### src/rtl/uart_tx_top.sv
// uart_tx_top: 8-bit UART transmitter, LSB first, optional parity, one stop bit, Prescale clocks per bit
module uart_tx_top (
    input  logic       clk,
    input  logic       ARSTn,
    input  logic [5:0] Prescale,
    input  logic       PAR_EN,
    input  logic       PAR_TYP,
    input  logic [7:0] P_DATA,
    input  logic       DATA_VALID,
    output logic       TX_OUT,
    output logic       Busy
);
    typedef enum logic [2:0] {IDLE, START, DATA, PARITY, STOP} state_t;
    state_t     r_state, w_next;
    logic [5:0] r_cnt, r_presc;
    logic [2:0] r_idx, w_idx_inc;
    logic [7:0] r_data;
    logic       r_par_en, r_par, r_tx, r_busy;
    logic       w_done, w_accept, w_tx_next;
    // Prescale of 0 wraps to 63 here, which yields 64 cycles per bit
    assign w_done    = r_cnt == r_presc - 6'd1;
    assign w_accept  = r_state == IDLE && DATA_VALID;
    assign w_idx_inc = r_idx + 3'd1;
    assign TX_OUT    = r_tx;
    assign Busy      = r_busy;
    // Next state and the line level that the next state will drive
    always_comb begin
        w_next    = r_state;
        w_tx_next = r_tx;
        case (r_state)
            IDLE: if (DATA_VALID) begin
                w_next    = START;
                w_tx_next = 1'b0;
            end
            START: if (w_done) begin
                w_next    = DATA;
                w_tx_next = r_data[0];
            end
            DATA: if (w_done) begin
                if (r_idx == 3'd7) begin
                    w_next    = r_par_en ? PARITY : STOP;
                    w_tx_next = r_par_en ? r_par : 1'b1;
                end else begin
                    w_tx_next = r_data[w_idx_inc];
                end
            end
            PARITY: if (w_done) begin
                w_next    = STOP;
                w_tx_next = 1'b1;
            end
            STOP: if (w_done) begin
                w_next    = IDLE;
                w_tx_next = 1'b1;
            end
            default: begin
                w_next    = IDLE;
                w_tx_next = 1'b1;
            end
        endcase
    end
    // State and registered outputs, so the line and Busy never glitch
    always_ff @(posedge clk or negedge ARSTn) begin
        if (!ARSTn) begin
            r_state <= IDLE;
            r_tx    <= 1'b1;
            r_busy  <= 1'b0;
        end else begin
            r_state <= w_next;
            r_tx    <= w_tx_next;
            r_busy  <= w_next != IDLE;
        end
    end
    // Bit-time counter and data bit index
    always_ff @(posedge clk or negedge ARSTn) begin
        if (!ARSTn) begin
            r_cnt <= 6'd0;
            r_idx <= 3'd0;
        end else begin
            r_cnt <= (r_state == IDLE || w_done) ? 6'd0 : r_cnt + 6'd1;
            r_idx <= r_state != DATA ? 3'd0 : w_done ? w_idx_inc : r_idx;
        end
    end
    // Frame settings captured at accept so mid-frame input changes are ignored
    always_ff @(posedge clk or negedge ARSTn) begin
        if (!ARSTn) begin
            r_data   <= 8'd0;
            r_par_en <= 1'b0;
            r_par    <= 1'b0;
            r_presc  <= 6'd0;
        end else if (w_accept) begin
            r_data   <= P_DATA;
            r_par_en <= PAR_EN;
            r_par    <= ^P_DATA ^ PAR_TYP;
            r_presc  <= Prescale;
        end
    end
endmodule

### config.mk
export PLATFORM = sky130hd
export DESIGN_NAME = uart_tx_top
export DESIGN_NICKNAME = d
export VERILOG_FILES = /design/src/rtl/uart_tx_top.sv
export SDC_FILE = /design/constraint.sdc
export NUM_CORES = 1
export LEC_CHECK = 0
export ABC_AREA = 1
export CAP_MARGIN = 5
export CORE_MARGIN = 4
export CORE_UTILIZATION = 32
export DETAILED_ROUTE_END_ITERATION = 16
export PLACE_DENSITY_LB_ADDON = 0.1
export SLEW_MARGIN = 10
export SYNTH_ARGS = -nofsm -noshare
export SYNTH_HDL_FRONTEND = slang
export SYNTH_SLANG_ARGS = --single-unit
export TNS_END_PERCENT = 10
### constraint.sdc
create_clock -name clk -period 4.5 [get_ports clk]
set_input_delay 0.45 -clock clk [delete_from_list [all_inputs] [get_ports clk]]
set_output_delay 0.45 -clock clk [all_outputs]
set_load 0.01 [all_outputs]
# Yosys cells after proc, flatten, opt, wreduce, memory -nomap -nowiden

Index checks and enable logic that the tools add are counted.

Bits of input ports: 19
Register bits after elaboration: 30
Word-level logic and storage cells: 53
Output and inout port bits: 2

Add/sub/neg operators: 3
$lt $le $gt $ge: 1
Eq/ne operators: 11
Reductions and logical operators: 8
Multiplexer cells: 20
Bitwise gates (word level): 1

Operators by type and width:

| kind                                                   | count |
|---|---|
| 2-to-1 mux 3 bit                                       | 9 |
| one-hot mux 3 bit (5 select lines)                     | 1 |
| parity 8 bit                                           | 1 |
| 2-to-1 mux 1 bit                                       | 7 |
| adder 6 x 1 -> 6 bit (second input constant)           | 1 |
| equality test 3 x 2 -> 1 bit (second input constant)   | 2 |
| equality test 3 bit (second input constant)            | 2 |
| equality test 6 bit                                    | 1 |
| 2-to-1 mux 6 bit                                       | 1 |
| inequality test 2 bit (second input constant)          | 3 |
| subtractor 6 x 1 -> 6 bit (second input constant)      | 1 |
| < comparator 3 x 4 -> 1 bit (second input constant)    | 1 |
| one-hot mux 1 bit (4 select lines)                     | 1 |
| AND reduction 4 bit                                    | 1 |
| adder 3 x 1 -> 3 bit (second input constant)           | 1 |
| binary-select mux 1 bit (select 3 bit)                 | 1 |
| equality test 3 x 1 -> 1 bit (second input constant)   | 1 |
| logical NOT 3 bit                                      | 1 |
| inequality test 3 x 2 -> 1 bit (second input constant) | 1 |
| nonzero test 3 bit                                     | 1 |
| inequality test 2 x 1 -> 1 bit (second input constant) | 1 |
| nonzero test 2 bit                                     | 1 |
| OR reduction 2 bit                                     | 1 |
| logical AND 1 bit                                      | 1 |
| other kinds (2)                                        | 2 |

# Longest topological paths before layout

Word-level depth: 6
Depth in mapped cells: 14
Depth with buffers taken out: 13

# Worst setup path before layout

Ideal clock, no wire load.

Path type: reg2reg
From: reg r_presc[0]
To: reg r_busy (netlist: Busy)
Data arrival time: 1.541 ns
Library setup time: 0.126 ns
Period minus slack after synthesis: 1.667 ns
Path slack: 2.833 ns
Data required time: 4.374 ns
Path buffers: 1
Stages on the path, launching flop included: 15
Path through: dfrtp_1 -> inv_2 -> ha_1 -> inv_1 -> nand2_1 -> nand3_2 -> nand2_1 -> nand2_1 -> nor2_2 -> nand3_2 -> buf_6 -> nand2_1 -> nand3_1 -> nand2_1 -> nand3_1

Word-level cells in the longest chain between the ends: 5
Elaborated cells on any way between the ends: 8
Classes of those cells: add/sub: 1; eq/ne: 1; mux: 5; reduce/logical: 1

Ends and longest elaborated chain:

| element                                | RTL line | RTL |
|---|---|---|
| start: declaration                     | 15       | `logic [5:0] r_cnt, r_presc;` |
| start signal: assignment               | 94       | `r_presc <= Prescale;` |
| subtractor 6 x 1 -> 6 bit (*)          | 21       | `assign w_done = r_cnt == r_presc - 6'd1;` |
| equality test 6 bit (*)                | 21       |  |
| 2-to-1 mux 3 bit (on tied branches)    | --       |  |
| one-hot mux 3 bit (5 select lines) (*) | 30       | `case (r_state)` |
| nonzero test 3 bit (*)                 | 70       | `r_busy <= w_next != IDLE;` |
| end signal: assignment                 | 66       | `r_busy <= 1'b0;` |
| end signal: assignment                 | 70       |  |
| end: declaration                       | 18       | `logic r_par_en, r_par, r_tx, r_busy;` |

Mark *: on every way between the ends. The rest lies on a longest branch, timed or not.
A chain may end at the register's enable or synchronous reset.

# Worst setup path in the final report

Ends and elaborated chain as after synthesis.

==> out/qor.csv <==
metric;value;unit
clk_latency;0.28;ns
die-area;6780;um^2
area_growth;21.3;%
yosys-top-cells-area;dfrtp_1, nand2_1, inv_1;
wl;3620;um
layout.cells.most_common;nand2_1;
timing.hold.ws;0.464;ns
die_x;82.3;um
coreArea;5240;um^2
yosysTopAreaCellShare;41.0;%
power_density;267;nW/um^2
post_cts_buffers;0;
async_flop_share;100;%
ios;21;
layout-drive-gt1-share;12.8;%
diodes;0;
cts_made_buffers;5;
nFillCells;553;
grt_max_degree;31;
area.sequential;752;um^2
crit_path_end_kind;flip-flop;
report.final.setup_viol;0;
drcViolationCount;0;
p_leak;0.00106;uW
worst_pin_slew;0.389;ns
clockRootBuffer;clkbuf_8;
tns;0;ns
synth_edf_count;0;
final.period_utilization;45.1;%
layout_common_cells;nand2_1, dfrtp_1, inv_1;
dp.final_hpwl;2660;um
status;finished, final reports clean;
max_freq;0.493;GHz
syn_area_per_cell;7.62;um^2
vias_per_cell;4.33;
detail-route-antenna-nets;0;
maxSlewViolCount;0;
cp_max_fo;11;
dp.cells;319;
rsz0062_at_grt;no;
grt_pass1_vias;1329;
clkTransAtPathRegs;0.07;ns
maxSlewHeadroom;73.9;%
cp-start-kind;flip-flop;
gp_congestion;0.831;
start_util;33.8;%
yosys.area.top_type;dfrtp_1;
num_vias;1415;
grt_pass1_wl;6130;um
cts-hold-fix-buffers;0;
drt_iter0_markers;52;
yosys_warnings;0;
num_rows;26;
dr.pass1.iters;4;
io_buffers;20;
antenna_found_initial;0;
cts_max_level;2;
wl_per_cell;11.1;um
grt_overflow;0;
rr_worst_depth;13;
worst_ir_drop_vdd;0.000208;V
syn_area;1770;um^2
worstPathRequired;4.67;ns
ctsResizeCount;0;
fin_cells;327;
fin_crit;2.03;ns
critPathKind;flip-flop to flip-flop;
cts_buffer_depth;2;
die_y;82.3;um
yosysUniqueCellTypes;30;
hold_viol_final;0;
hold_path_class;flip-flop to flip-flop;
synth-seq-cells;30;
clock_sinks;30;
syn_nets;255;
fin_util;40.9;%
power.total;573;uW
drv_cap;0;
synthCells;232;
multi_input_area;872;um^2
grtUsageTotal;12.2;%
crit_arrival;2.20;ns
cts_tree;done;
synth_ff_type;dfrtp_1;
fin_skew;0.00440;ns
yosysSeqAreaShare;42.5;%
hold_depth;2;
finalNetCount;279;
==> synthesized netlist by cell type (2+ instances only) <==
cell type / n
nand2_1: 74
dfrtp_1: 29
inv_1: 27
nand3_1: 19
nor2_1: 17
o21ai_0: 12
nand2_2: 5
xnor2_1: 5
xor2_1: 5
a21oi_1: 4
ha_1: 4
inv_2: 4
o21ai_1: 4
nand3_2: 3
nor2_2: 3
nor3b_2: 2
o211ai_1: 2
==> where the power goes <==
group          total, uW  internal, uW  switching, uW
Sequential           270           270              0
Combinational       34.5          20.5           14.0
Clock                269           163            107
==> state kept, by name (all words and copies together), names as in the netlist <==
register / cells
r_data: 8
Busy: 1
r_presc: 6
TX_OUT: 1
r_state: 3
r_par: 1
r_par_en: 1
r_idx: 3
r_cnt: 6
==> critical path: stages, from the launching register on <==
cell and delay, ns:
dfrtp_1 0.38, inv_2 0.11, ha_1 0.24, inv_1 0.09, nand2_1 0.08, nand3_2 0.06, nand2_1 0.05, nand2_1 0.06
nor2_2 0.13, nand3_2 0.25, nand2_1 0.18, nand2_1 0.06, nor2_1 0.14, nand3_1 0.09
==> path summary, 6_finish.rpt <==
check,end,slack (ns),from
min reg2reg,TX_OUT,0.46,TX_OUT
max,Busy,2.47,r_presc[0]
min in group asynchronous,r_cnt[3],0.56,ARSTn
min,TX_OUT,0.46,TX_OUT
max reg2reg,Busy,2.47,r_presc[0]
max in group asynchronous,TX_OUT,3.62,ARSTn
==> kinds of logic after synthesis <==
kind of cell               share of synthesized area [%]
and+or+nand+nor                                     32.2
buffers and inverters                               8.14
adders and majority gates                           2.83
xor gates and xnor gates                            5.87
AOI/OAI and AO/OA                                   8.42
DFF                                                 42.5
==> routing by layer <==
metal  vias to the layer above  track usage [%]  wire [um]
met5                         -                0          0
met4                         0             4.98         61
met3                         5             4.01        150
met2                        20             17.5       1440
met1                       616             16.9       1970
li1                        774                -          -
==> cell type report <==
cell class,count,area share [%]
Inverter,31,5.43
Tap cell,70,4.08
Clock inverter,3,1.87
Clock buffer,5,3.21
Timing Repair Buffer,21,9.68
Sequential cell,30,35.1
Multi-Input combinational cell,167,40.7
==> per-stage QoR <==
stage / setup WS (ns) / cell area, um^2
5_1_grt: 2.24 / 2140
3_5_place_dp: 2.49 / 2040
2_1_floorplan: 2.83 / 1770
4_1_cts: 2.47 / 2140
6_report: 2.47 / 2140
3_3_place_gp: 2.55 / 2040
(Power assumes the default switching activity.)
